`config.mk`:
```
export PLATFORM = sky130hd
export DESIGN_NAME = adlib_reg_ctrl
export DESIGN_NICKNAME = d
export VERILOG_FILES = /design/src/rtl/adlib_reg_ctrl.sv
export SDC_FILE = /design/constraint.sdc
export NUM_CORES = 1
export LEC_CHECK = 0
export BUFFER_PORTS_ARGS = -buffer_cell sky130_fd_sc_hd__clkbuf_2
export CORE_ASPECT_RATIO = 0.7
export CORE_UTILIZATION = 40
export CTS_CLUSTER_SIZE = 12
export DETAILED_ROUTE_END_ITERATION = 16
export HOLD_SLACK_MARGIN = 0.06
export SETUP_SLACK_MARGIN = 0.2
export SLEW_MARGIN = 20
export SYNTH_ARGS = -nofsm -noshare
export SYNTH_HDL_FRONTEND = slang
export SYNTH_SLANG_ARGS = --single-unit
```
`constraint.sdc`:
```
create_clock -name clk -period 2.54 [get_ports clk]
set_input_delay 0.381 -clock clk [delete_from_list [all_inputs] [get_ports clk]]
set_output_delay 0.381 -clock clk [all_outputs]
set_load 0.005 [all_outputs]
```
`src/rtl/adlib_reg_ctrl.sv`:
```
// ---------------------------------------------------------------------------
// adlib_reg_ctrl
//
// OPL2-compatible register front end for the AdLib synth.
//   - CPU writes land on the index port (bus_addr=0) or data port (bus_addr=1).
//   - A data-port write is decoded from the latched index and produces, one
//     clock later, a single-cycle write strobe for the operator/channel array
//     together with op_din / op_sel / ch_sel (these hold until the next
//     decoded operator/channel write).
//   - Holds the per-channel key-on bits (ch_play), the waveform-select
//     enable, and the two OPL2 timers (80 us and 320 us resolution) with the
//     sticky status flags, the registered status byte and the IRQ.
//
// Build option:
//   ADLIB_RHYTHM_EN  when defined, register 0xBD is decoded and the rhythm
//                    instrument bits are OR-ed into the key-on of channels
//                    6..8 while rhythm mode (bit 5) is set. When undefined,
//                    index 0xBD is unmapped and no rhythm state exists.
// ---------------------------------------------------------------------------
module adlib_reg_ctrl #(
  parameter int TICK_DIV = 4000  // clocks per 80 us timer tick, minimum 2
) (
  input  logic       clk,
  input  logic       rst_n,
  input  logic       bus_wr,
  input  logic       bus_addr,
  input  logic [7:0] bus_din,
  output logic [7:0] bus_dout,
  output logic       irq,
  output logic [7:0] op_din,
  output logic [4:0] op_sel,
  output logic [3:0] ch_sel,
  output logic       wr_2n,
  output logic       wr_4n,
  output logic       wr_6n,
  output logic       wr_8n,
  output logic       wr_En,
  output logic       wr_An,
  output logic       wr_Bn,
  output logic       wr_Cn,
  output logic [8:0] ch_play
);

  // -------------------------------------------------------------------------
  // Local types and constants
  // -------------------------------------------------------------------------
  localparam int              PW        = $clog2(TICK_DIV);
  localparam logic [PW-1:0]   PRESC_MAX = PW'(TICK_DIV - 1);

  // What the currently latched index addresses.
  typedef enum logic [3:0] {
    K_NONE,   // unmapped index
    K_OP20,   // operator AM/VIB/EG/KSR/MULT
    K_OP40,   // operator KSL/TL
    K_OP60,   // operator AR/DR
    K_OP80,   // operator SL/RR
    K_OPE0,   // operator waveform select
    K_CHA,    // channel F-number low
    K_CHB,    // channel key-on/block/F-number high
    K_CHC,    // channel feedback/connection
    K_WSE,    // reg 0x01, waveform-select enable
    K_T1P,    // reg 0x02, timer 1 preset
    K_T2P,    // reg 0x03, timer 2 preset
    K_TCTL,   // reg 0x04, timer control / flag reset
    K_RHY     // reg 0xBD, rhythm control (optional)
  } reg_kind_e;

  // -------------------------------------------------------------------------
  // Bus qualification and decode
  // -------------------------------------------------------------------------
  logic       idx_wr;
  logic       data_wr;
  logic [7:0] index_q;
  reg_kind_e  kind;

  logic [4:0] op_off;
  logic       op_ok;
  logic       ch_ok;
  logic [4:0] op_slot;
  logic       is_op;
  logic       is_ch;

  assign idx_wr  = bus_wr & ~bus_addr;
  assign data_wr = bus_wr &  bus_addr;

  // Classify the latched index and compute the operator slot it addresses.
  always_comb begin
    // NOTE: every signal written here gets a default first, so no branch can
    // leave it unassigned and turn it into a latch.
    kind    = K_NONE;
    op_off  = index_q[4:0];
    // Offsets are laid out as three rows of eight with six live operators per
    // row; the last two of each row and everything from 0x16 up are holes.
    op_ok   = (op_off < 5'h16) && (op_off[2:0] < 3'd6);
    ch_ok   = (index_q[3:0] <= 4'd8);
    op_slot = (5'(op_off[4:3]) * 5'd6) + 5'(op_off[2:0]);

    case (index_q[7:4])
      4'h0: begin
        case (index_q[3:0])
          4'h1:    kind = K_WSE;
          4'h2:    kind = K_T1P;
          4'h3:    kind = K_T2P;
          4'h4:    kind = K_TCTL;
          default: kind = K_NONE;
        endcase
      end
      4'h2, 4'h3: if (op_ok) kind = K_OP20;
      4'h4, 4'h5: if (op_ok) kind = K_OP40;
      4'h6, 4'h7: if (op_ok) kind = K_OP60;
      4'h8, 4'h9: if (op_ok) kind = K_OP80;
      4'hE, 4'hF: if (op_ok) kind = K_OPE0;
      4'hA:       if (ch_ok) kind = K_CHA;
      4'hB: begin
        if (ch_ok) kind = K_CHB;
`ifdef ADLIB_RHYTHM_EN
        if (index_q[3:0] == 4'hD) kind = K_RHY;
`endif
      end
      4'hC:       if (ch_ok) kind = K_CHC;
      default:    kind = K_NONE;
    endcase
  end

  assign is_op = (kind == K_OP20) || (kind == K_OP40) || (kind == K_OP60) ||
                 (kind == K_OP80) || (kind == K_OPE0);
  assign is_ch = (kind == K_CHA)  || (kind == K_CHB)  || (kind == K_CHC);

  // -------------------------------------------------------------------------
  // Index latch and global configuration registers
  // -------------------------------------------------------------------------
  logic       wse_q;
  logic [7:0] t1_preset;
  logic [7:0] t2_preset;

  // Latch the index on index-port writes; capture 0x01..0x03 on data writes.
  always_ff @(posedge clk or negedge rst_n) begin
    // NOTE: all state uses non-blocking assignments so every flop samples
    // pre-edge values no matter how the blocks are ordered.
    if (!rst_n) begin
      index_q   <= 8'h00;
      wse_q     <= 1'b0;
      t1_preset <= 8'h00;
      t2_preset <= 8'h00;
    end else begin
      if (idx_wr) index_q <= bus_din;
      if (data_wr) begin
        case (kind)
          K_WSE:   wse_q     <= bus_din[5];
          K_T1P:   t1_preset <= bus_din;
          K_T2P:   t2_preset <= bus_din;
          default: ;
        endcase
      end
    end
  end

  // -------------------------------------------------------------------------
  // Operator/channel write strobes, datapath outputs and key-on bits
  // -------------------------------------------------------------------------
  logic [7:0] e0_data;
  logic [8:0] key_q;

  // Waveform select only passes the two low bits, and only once enabled.
  assign e0_data = wse_q ? {6'b000000, bus_din[1:0]} : 8'h00;

  // Registered decode: strobes are high for exactly the cycle after the write.
  always_ff @(posedge clk or negedge rst_n) begin
    if (!rst_n) begin
      wr_2n  <= 1'b0;
      wr_4n  <= 1'b0;
      wr_6n  <= 1'b0;
      wr_8n  <= 1'b0;
      wr_En  <= 1'b0;
      wr_An  <= 1'b0;
      wr_Bn  <= 1'b0;
      wr_Cn  <= 1'b0;
      op_din <= 8'h00;
      op_sel <= 5'd0;
      ch_sel <= 4'd0;
      key_q  <= 9'h000;
    end else begin
      wr_2n <= data_wr && (kind == K_OP20);
      wr_4n <= data_wr && (kind == K_OP40);
      wr_6n <= data_wr && (kind == K_OP60);
      wr_8n <= data_wr && (kind == K_OP80);
      wr_En <= data_wr && (kind == K_OPE0);
      wr_An <= data_wr && (kind == K_CHA);
      wr_Bn <= data_wr && (kind == K_CHB);
      wr_Cn <= data_wr && (kind == K_CHC);

      if (data_wr && is_op) begin
        op_sel <= op_slot;
        op_din <= (kind == K_OPE0) ? e0_data : bus_din;
      end

      if (data_wr && is_ch) begin
        ch_sel <= index_q[3:0];
        op_din <= bus_din;
      end

      // Key-on changes on the same edge that raises wr_Bn.
      if (data_wr && (kind == K_CHB)) key_q[index_q[3:0]] <= bus_din[5];
    end
  end

  // -------------------------------------------------------------------------
  // Timer prescaler: free-running, untouched by register writes
  // -------------------------------------------------------------------------
  logic [PW-1:0] presc_q;
  logic [1:0]    div4_q;
  logic          tick80;
  logic          tick320;

  assign tick80  = (presc_q == PRESC_MAX);
  assign tick320 = tick80 && (div4_q == 2'd3);

  // 80 us prescaler plus a divide-by-four for the 320 us timer.
  always_ff @(posedge clk or negedge rst_n) begin
    if (!rst_n) begin
      presc_q <= '0;
      div4_q  <= 2'd0;
    end else if (tick80) begin
      presc_q <= '0;
      div4_q  <= div4_q + 2'd1;
    end else begin
      presc_q <= presc_q + PW'(1);
    end
  end

  // -------------------------------------------------------------------------
  // Timers 1 and 2
  // -------------------------------------------------------------------------
  logic       ctl_wr;
  logic       flag_clr;
  logic       ctl_set;
  logic       start1, start2;
  logic       mask1, mask2;
  logic [7:0] cnt1, cnt2;
  logic       ovf1, ovf2;
  logic       t1_flag, t2_flag;

  // Bit 7 of reg 0x04 turns the whole write into a pure flag reset.
  assign ctl_wr   = data_wr && (kind == K_TCTL);
  assign flag_clr = ctl_wr &&  bus_din[7];
  assign ctl_set  = ctl_wr && ~bus_din[7];

  // Overflow only counts while running; a masked timer keeps counting silently.
  assign ovf1 = start1 && tick80  && (cnt1 == 8'hFF) && !mask1;
  assign ovf2 = start2 && tick320 && (cnt2 == 8'hFF) && !mask2;

  // Timer 1: 80 us ticks, reload from preset on start and on overflow.
  always_ff @(posedge clk or negedge rst_n) begin
    if (!rst_n) begin
      start1 <= 1'b0;
      mask1  <= 1'b0;
      cnt1   <= 8'h00;
    end else begin
      if (ctl_set) begin
        mask1  <= bus_din[6];
        start1 <= bus_din[0];
      end
      if (ctl_set && bus_din[0] && !start1)
        cnt1 <= t1_preset;
      else if (start1 && tick80)
        cnt1 <= (cnt1 == 8'hFF) ? t1_preset : cnt1 + 8'd1;
    end
  end

  // Timer 2: 320 us ticks, same reload rules as timer 1.
  always_ff @(posedge clk or negedge rst_n) begin
    if (!rst_n) begin
      start2 <= 1'b0;
      mask2  <= 1'b0;
      cnt2   <= 8'h00;
    end else begin
      if (ctl_set) begin
        mask2  <= bus_din[5];
        start2 <= bus_din[1];
      end
      if (ctl_set && bus_din[1] && !start2)
        cnt2 <= t2_preset;
      else if (start2 && tick320)
        cnt2 <= (cnt2 == 8'hFF) ? t2_preset : cnt2 + 8'd1;
    end
  end

  // Sticky overflow flags; a reset write beats a same-cycle overflow.
  always_ff @(posedge clk or negedge rst_n) begin
    if (!rst_n) begin
      t1_flag <= 1'b0;
      t2_flag <= 1'b0;
    end else if (flag_clr) begin
      t1_flag <= 1'b0;
      t2_flag <= 1'b0;
    end else begin
      if (ovf1) t1_flag <= 1'b1;
      if (ovf2) t2_flag <= 1'b1;
    end
  end

  // Status byte, registered one cycle behind the flags; IRQ is its top bit.
  always_ff @(posedge clk or negedge rst_n) begin
    if (!rst_n) bus_dout <= 8'h00;
    else        bus_dout <= {t1_flag | t2_flag, t1_flag, t2_flag, 5'b00000};
  end

  assign irq = bus_dout[7];

  // -------------------------------------------------------------------------
  // Effective key-on, optionally merged with the rhythm instruments
  // -------------------------------------------------------------------------
`ifdef ADLIB_RHYTHM_EN
  logic [5:0] rhy_q;  // [5] rhythm mode, [4] BD, [3] SD, [2] TT, [1] CY, [0] HH
  logic [8:0] rhy_play;

  // Capture rhythm mode and instrument bits from reg 0xBD.
  always_ff @(posedge clk or negedge rst_n) begin
    if (!rst_n)                        rhy_q <= 6'b000000;
    else if (data_wr && kind == K_RHY) rhy_q <= bus_din[5:0];
  end

  // BD drives channel 6, SD/HH channel 7, TT/CY channel 8.
  assign rhy_play = rhy_q[5] ? {rhy_q[2] | rhy_q[1], rhy_q[3] | rhy_q[0], rhy_q[4], 6'b000000}
                             : 9'h000;
  assign ch_play  = key_q | rhy_play;
`else
  assign ch_play  = key_q;
`endif

endmodule

```
Yosys cells after proc, flatten, opt, wreduce, memory -nomap -nowiden
Cells that the tools add are included. W data, S select, Z words.

$add $sub $neg: 5. Multiply operators: 1. $lt $le $gt $ge: 5. Equality and inequality tests: 33. Mux-type cells: 28. Bitwise logic cells: 5. Reductions and logical operators: 50.

Operators with widths (count): $mux W8 (9); $eq A4 B4 Y1 const B (12); $eq A4 B3 Y1 const B (9); $pmux W4 S9 (1); $logic_and A1 B1 Y1 (26); $eq A4 B2 Y1 const B (6); $add A8 B1 Y8 const B (2); $eq A8 B8 Y1 const B (2); $pmux W4 S4 (1); $add A12 B1 Y12 const B (1); $eq A12 B12 Y1 const B (1); $mux W12 (1); $mux W3 (4); $reduce_bool A2 Y1 (5); $reduce_or A2 Y1 (5); $bwmux W9 (1); $eq A4 B1 Y1 const B (2); $logic_or A1 B1 Y1 (6); $mux W1 (6); $mux W2 (3); $reduce_and A2 Y1 (3); $add A5 B3 Y5 (1); $lt A4 B5 Y1 const B (1); $lt A5 B5 Y1 const B (1); 13 further kinds (18).

Register bits after elaboration: 98. Output and inout bits: 43. Logic and storage cells: 154.

Longest topological paths before layout
Gate-level depths: netlist of the first run.

Depth in word-level cells: 12. Mapped depth: 9.

Worst setup path after synthesis of the first run
No wires, ideal clock.

Kind: reg-to-reg. From: register index_q[4]. To: register key_q[6], in the netlist ch_play[6]. Setup time: 127 ps. Arrival: 2179 ps. Required time: 2413 ps. Slack: 234 ps. Stages on the path, launching flop included: 8. Buffers on the path: 0. Cell sequence: dfrtp_1 -> ha_1 -> a21oi_1 -> a32oi_1 -> a221o_2 -> nor3_4 -> nand4b_1 -> mux2_1.

Cells in the longest elaborated chain, start to end: 6.

Ends and longest elaborated chain: start, declared (line 73) `logic [7:0] index_q;`; start signal, assigned (line 146) `if (idx_wr) index_q <= bus_din;`; $lt A5 B5 Y1 (line 94) `op_ok = (op_off < 5'h16) && (op_off[2:0] < 3'd6);`; $logic_and A1 B1 Y1 (line 94); $mux W3 (tied with other cells) (line 112) `4'hE, 4'hF: if (op_ok) kind = K_OPE0;`; $pmux W4 S9 (*) (line 98) `case (index_q[7:4])`; $eq A4 B3 Y1 (*) (line 203) `if (data_wr && (kind == K_CHB)) key_q[index_q[3:0]] <= bus_din[5];`; $logic_and A1 B1 Y1 (*) (line 203); end signal, assigned by index (line 203); end, declared (line 162) `logic [8:0] key_q;`.

Mark *: on every way between the ends. The rest lies on a longest branch, timed or not. A chain may end at the register's enable or synchronous reset.

Worst setup path after layout of the first run
From: register index_q[2]. To: register t1_preset[1].

Cells in the longest elaborated chain, start to end: 6.

Ends and longest elaborated chain: $lt A5 B5 Y1 or $lt A3 B3 Y1 (tied branches) (line 94); $logic_and A1 B1 Y1 (line 94); $mux W3 (tied with other cells) (line 112); $pmux W4 S9 (*) (line 98); $eq A4 B4 Y1 (*) (line 148) `case (kind)`; $reduce_and A2 Y1 (no source line) (*); end signal, assigned (line 150) `K_T1P: t1_preset <= bus_din;`; end, declared (line 133) `logic [7:0] t1_preset;`.

Marked as above.

==> results of run 1 <==
## layer usage
layer | share of wire [%] | wire (um) | up-vias | GRT usage, %
li1 | - | - | 1679 | -
met1 | 50 | 5570 | 1735 | 28.0
met2 | 43 | 4730 | 92 | 27.0
met3 | 5.7 | 634 | 10 | 5.34
met4 | 0.98 | 108 | 0 | 4.98
met5 | 0 | 0 | - | 0
## power groups by stage
stage                     Sequential (mW)  Combinational, mW  Clock [mW]
after global placement               1.97              0.761           0
after CTS                            1.95              0.818        1.53
after floorplan                      1.94              0.481           0
after global routing                 1.98              0.929        1.60
final                                1.95              0.836        1.50
after detailed placement             1.98              0.777           0
## sequential cells by signal, indices dropped and copies added, names as in the netlist, 3 cells and up
signal,flops
bus_dout,3
op_din,8
t1_preset,8
ch_sel,4
cnt1,8
cnt2,8
op_sel,5
presc_q,12
ch_play,9
t2_preset,8
index_q,8
## timing repair
| item | in CTS | in global routing |
|---|---|---|
| resized for setup | 7 | 9 |
| pin swaps | 4 | 10 |
| gates cloned | 0 | 0 |
| buffers inserted | 8 | 9 |
| hold buffers | 0 | 0 |
| setup endpoints to repair | 49 | 50 |
## placed cells by master, fill, tap and decap left out, drive strengths merged, types with 9 or more instances in the layout
master  instances
dfrtp          98
clkbuf         60
mux2           46
nand2          45
buf            41
nor2           27
nand3          20
o21ai          20
nand4          11
ha              9
and3            9
## cell families (layout without fill, tap and decap cells)
kind of cell	count (synthesis)	count (layout)	share of synthesized area, %
xor gates and xnor gates	15	15	2.73
AOI/OAI and AO/OA	64	64	9.47
muxes	49	49	11.4
adders and majority gates	10	10	2.76
other	1	5	0.0780
DFF	98	98	51.0
and+or+nand+nor	158	158	18.9
buffers and inverters	26	112	3.70
## worst reg2reg max path, cell delays in order (launching register included)
cell and delay (ps):
dfrtp_2 510, buf_4 180, nor2_1 190, nand3b_1 200, buf_4 200, nand3_1 140, nand2_1 160, nor2_2 180
buf_12 150, mux2_2 340
## layout make-up
cell class              instances  area, sq um
clock buffers                  12          256
clock inverters                 4         73.8
fillers                      1052         5880
inverters                       7         26.3
multi-input cells             301         2240
flip-flops and latches         98         2460
well taps                     157          196
repair buffers                 89          602
## how the worst max path moves through the flow
stage,start,endpoint,slack (ps),cells past startpoint
2_1_floorplan,index_q[4],ch_play[6],230,7
3_3_place_gp,index_q[2],cnt1[0],90,6
6_report,index_q[2],t1_preset[1],180,9
4_1_cts,index_q[5],t1_preset[1],200,8
5_1_grt,index_q[5],cnt1[0],90,7
3_5_place_dp,index_q[2],ch_play[7],7,7
## per-stage QoR
stage	power [mW]	hold WS, ps	cell area, sq um
floorplan	2.42	85.4	4820
global placement	2.73	404	5340
detailed placement	2.76	407	5340
CTS	4.30	99.6	5760
global route	4.51	126	5850
finish	4.29	68.1	5850
==> summary.md, run 1 <==
| Metric | Value |
|---|---|
| Post-DP HPWL | approximately 8000 um |
| CTS clock-pin slew for the worst setup and hold paths | about 70 ps |
| Setup Skew | between 10 and 15 ps |
| Hold Path Class | input pin to asynchronous set/reset pin |
| Core ar. | between 0.01 and 0.015 sq mm |
| Post-synth top flop | dfrtp_1 |
| Most used cell, CP | buf_4 |
| Die area | roughly 0.012 sq mm |
| GRT Total Usage | a little under a fifth |
| Largest stage delay, worst path | about 510 ps |
| Final nets | about 530 |
| Worst R2R End | t1_preset[1] |
| Worst r2r src | index_q[2] |
| Register bit count reported by yosys | a little under 100 |
| CP Launch Type | flop |
| Pin count of the biggest net entering global routing | 51 |
| Diodes inserted | 0 |
| Setup TNS | 0 ps |
| Final WS setup | roughly 180 ps |
| CP bufs+invs | 3 |
| Die Ht | 93.7 um |
| Net Sw Power | approximately 1.2 mW |
| Post-Layout Cell Count | between 600 and 700 |
| First-pass GRT wire length | roughly 18000 um |
| Initial antenna violation count | 0 |
| Total placed cells including tap cells | between 600 and 700 |
| TritonRoute pass-1 iters | 4 |
| Final Util | 49.9% |
| P_int | slightly above 3 mW |
| Synth top area share | 51.0% |
| P_leak | 2.74 nW |
| Register share of total power | a little under half |
| Clock Tree Buf Depth | 2 |
| Routed via count | roughly 3500 |
| Clock Sinks | roughly 100 |
| Top Family by Delay on Critical Path | simple AND/OR/NAND/NOR gates |
| Post-synthesis sequential area ratio | 51.0% |
| Post-route minimum period | between 2000 and 2500 ps |
| H-tree levels | 3 |
| Number of max-cap violations | 0 |
| Clock power share | about a third |
| Unrepaired setup endpoints after global routing | yes |
| Worst Path Max Fanout | 9 |
| Period utilization | 92.8% |
| Total Routed Length | 11000 um |
| Combinational group share of total power | between 10% and 20% |
| Synth area leader | dfrtp_1 |
| Synthesized area per cell | roughly 11 sq um |
| R2R depth | 9 |
| WS Path Type | flop to flop |
| R2r setup slk | 180 ps |
| Status | complete, no violations |
| Dominant cells by area after synthesis | dfrtp_1, mux2_2, nand2_1, ha_1, nand3_1 |
| CP max-delay cell | dfrtp_2 |
| GRT overflow | 0 |
| Final setup viols | 0 |
| FP Rows | 33 |
| Worst-Margin Slew | 694 ps |
| Synth top cells by count | dfrtp_1, nand2_1, mux2_2, nor2_1 |
| Post-place setup slack | ~6.9 ps |
| CTS tree | yes |
| Max Clk Rate | ~0.42 GHz |
| Starting Density | between 40% and 50% |
| Layout cells sized above 1 | about a third |
| DRC Markers | 0 |
| Ys Warns | 0 |
| Io pins | 55 |
| Post-Syn Instances | 421 |
| Setup crit end kind | flop |
| Vias in the first global route | 3381 |
| Hold Violations, Final | 0 |
| Post-Synthesis Cell Area | 0.00481 sq mm |
| RePlAce Congestion | between 0.8 and 0.9 |
| PortBufs | ~50 |
| DIE WIDTH | 133 um |
| Post-synth ARST share | 100% |
| Slew Limit Fails | 0 |
| Area grow syn2layout | 21.7% |
| Antenna Nets Post-Route | 0 |
| Count leader, synth | dfrtp_1 |
| Worst Path Required | between 2000 and 3000 ps |
| Crit-path cells | buf_4, nor2_1, nand3b_1, buf_4, nand3_1, nand2_1, nor2_2, buf_12, mux2_2 |
| Max IR drop VDD | ~0.38 mV |
| Drt via density | 5.26 |
| Sw Ratio | a little over a quarter |
| Pwr Density | 733 mW/mm^2 |
| Synth cell types | 64 |
| CTS buffer count | 9 |
| DR WL/cell | 16.5 um |
| CP arrival | between 2000 and 3000 ps |
| EDFF count, synth | 0 |
| Initial DRC Count | between 200 and 300 |
| Slew headroom | approximately 53% |
| Root Driver | clkbuf_16 |
| Clk_lat worst skew | roughly 340 ps |
Note: power is estimated with default switching activity, not from simulation.
==> run 2: changes to the inputs <==
==> constraint.sdc (replaced) <==
create_clock -name clk -period 2.54 [get_ports clk]
set_input_delay 0.508 -clock clk [delete_from_list [all_inputs] [get_ports clk]]
set_output_delay 0.508 -clock clk [all_outputs]
set_load 0.005 [all_outputs]
==> run 2 against run 1 <==
Effect of this change:
- first-iteration DRC count down 33%
- via count down 1.9%
- critical path depth down 2
- clock skew up 0.70 ps
- global-route usage down 0.64 points
- flip-flop and latch count unchanged
- fmax up 1.2%
- sequential power about the same
- die area unchanged
- register-to-register slack better by 30 ps
- utilization down 0.49 points
- non-clock buffer count down 4
- critical endpoint is now cnt1[0]
- highest routed layer unchanged
==> summary.md, run 2 (synthesis gave the netlist of run 1 again) <==
| Metric | Value |
|---|---|
| Status | complete, no violations |
| Max IR drop VDD | between 0.3 and 0.4 mV |
| Hold Violations, Final | 0 |
| Post-route minimum period | 2330 ps |
| P_leak | around 2.7 nW |
| Routed via count | approximately 3400 |
| Pin count of the biggest net entering global routing | 42 |
| Slew Limit Fails | 0 |
| CTS clock-pin slew for the worst setup and hold paths | 70 ps |
| Placed Area | between 0.005 and 0.006 sq mm |
| Clock power share | 32.1% |
| RePlAce Congestion | 0.919 |
| Antenna Nets Post-Route | 0 |
| Sw Ratio | 28.8% |
| Total Routed Length | 10800 um |
| Initial DRC Count | 188 |
| R2r setup slk | between 200 and 250 ps |
| Number of max-cap violations | 0 |
| Worst Path Required | approximately 2800 ps |
| Clock Sinks | 98 |
| CP Launch Point | index_q[7] |
| Post-DP HPWL | about 8000 um |
| Hold Path Class | input pin to asynchronous set/reset pin |
| Design Area, Final | 0.00579 sq mm |
| Clk_lat worst skew | between 300 and 400 ps |
| Register share of total power | a little under half |
| DIE WIDTH | approximately 130 um |
| Die Ht | 93.7 um |
| Clock Tree Buf Depth | 2 |
| Setup Skew | approximately 11 ps |
| CTS Hold Buffers Added | 0 |
| PortBufs | 49 |
| CP Launch Type | flop |
| Drt via density | 5.19 |
| Starting Density | 41.0% |
| Final setup viols | 0 |
| Grt peak-use layer | met1 |
| FP Rows | 33 |
| Met3 Track Usage GR | a little under 4% |
| Worst Path Max Fanout | 8 |
| Most frequent cells in the layout | dfrtp_1, clkbuf_2, nand2_1 |
| Diodes inserted | 0 |
| Tot Pwr | ~4.1 mW |
| Combinational group share of total power | roughly 20% |
| Max Clk Rate | 0.429 GHz |
| GR Util met2 | 26.0% |
| Max reg flops | 12 |
| Commonest non-fill, non-tap cell in the layout | dfrtp_1 |
| First-pass GRT wire length | ~18000 um |
| CTS buffer count | 9 |
| Final nets | ~520 |
| CTS tree | yes |
| GRT overflow | 0 |
| Io pins | 55 |
| Initial antenna violation count | 0 |
| Layout cells sized above 1 | between 30% and 40% |
| Setup TNS | 0 ps |
| H-tree levels | 3 |
| Setup crit end kind | flop |
| Worst r2r src | index_q[7] |
| Biggest register | presc_q |
| CP arrival | around 2600 ps |
| Net Sw Power | 1.18 mW |
| Slew headroom | between 50% and 60% |
| Pwr Density | approximately 710 mW/mm^2 |
| TritonRoute pass-1 iters | 4 |
| Met1 Use GR | about 28% |
| Area grow syn2layout | 20.5% |
| WS Path Type | flop to flop |
| DR WL/cell | about 16 um |
| Core ar. | roughly 0.012 sq mm |
| Worst-Margin Slew | 643 ps |
| DRC Markers | 0 |
| GRT Total Usage | 18.3% |
| Root Driver | clkbuf_16 |
| Die area | 0.0125 sq mm |
| P_int | about 3 mW |
| Period utilization | roughly 90% |
| Unrepaired setup endpoints after global routing | yes |
| Vias in the first global route | approximately 3300 |
run 2: cell count changes in the layout (fill, tap and decap cells not counted), sizes merged:
cell    previous run  this run
buf               41        37
bufinv             2         0
clkbuf            60        59
clkinv             2         4
inv                7         8
run 2: worst paths after layout:
path                                     to  depth (start not counted)
worst max-delay path                cnt1[0]                          7
max in group asynchronous        presc_q[8]                          2
worst max register to register      cnt1[0]                          7
worst min-delay path              op_din[4]                          1
worst min register to register  bus_dout[5]                          0
min in group clk                bus_dout[5]                          0
run 2: critical path: stages (launching register included):
cell	delay [ps]
dfrtp_2	470
nor4_4	380
nand3_1	180
buf_4	200
a31oi_4	170
or4b_4	530
mux2i_1	170
o311ai_1	110
run 2: power groups by stage:
stage                     sequential [mW]  combinational (mW)  clock (mW)
after detailed placement             1.97               0.772           0
final                                1.95               0.833        1.31
after floorplan                      1.94               0.481           0
after global placement               1.96               0.765           0
after global routing                 1.98               0.918        1.40
after CTS                            1.95               0.805        1.35
run 2: per-stage QoR:
stage	worst slack (ps)	util, %	hold WS [ps]	instances
after floorplan	234	-	212	425
after global placement	127	45.5	407	635
after detailed placement	2.22	45.5	406	635
after CTS	201	48.6	151	657
after global routing	127	49.4	170	664
final	212	49.4	140	664
run 2: timing repair:
action                                  in CTS  in global routing
setup buffers                                6                  7
resized for setup                            8                 12
pin swaps                                    3                  7
gates cloned                                 0                  0
endpoints found under the setup margin      49                 46
run 2: per-layer routing:
metal	share of wire [%]	wire length (um)	vias to the layer above
met3	4.0	436	10
li1	-	-	1669
met2	42	4530	68
met5	0	0	-
met4	0.84	91	0
met1	53	5760	1701
run 2: area by class of cell:
class | instances | area (sq um)
Fill cell | 1067 | 5930
Inverter | 7 | 26.3
Clock buffer | 11 | 253
Tap cell | 157 | 196
Clock inverter | 5 | 36.3
Multi-Input combinational cell | 301 | 2250
Timing Repair Buffer | 85 | 568
Sequential cell | 98 | 2460
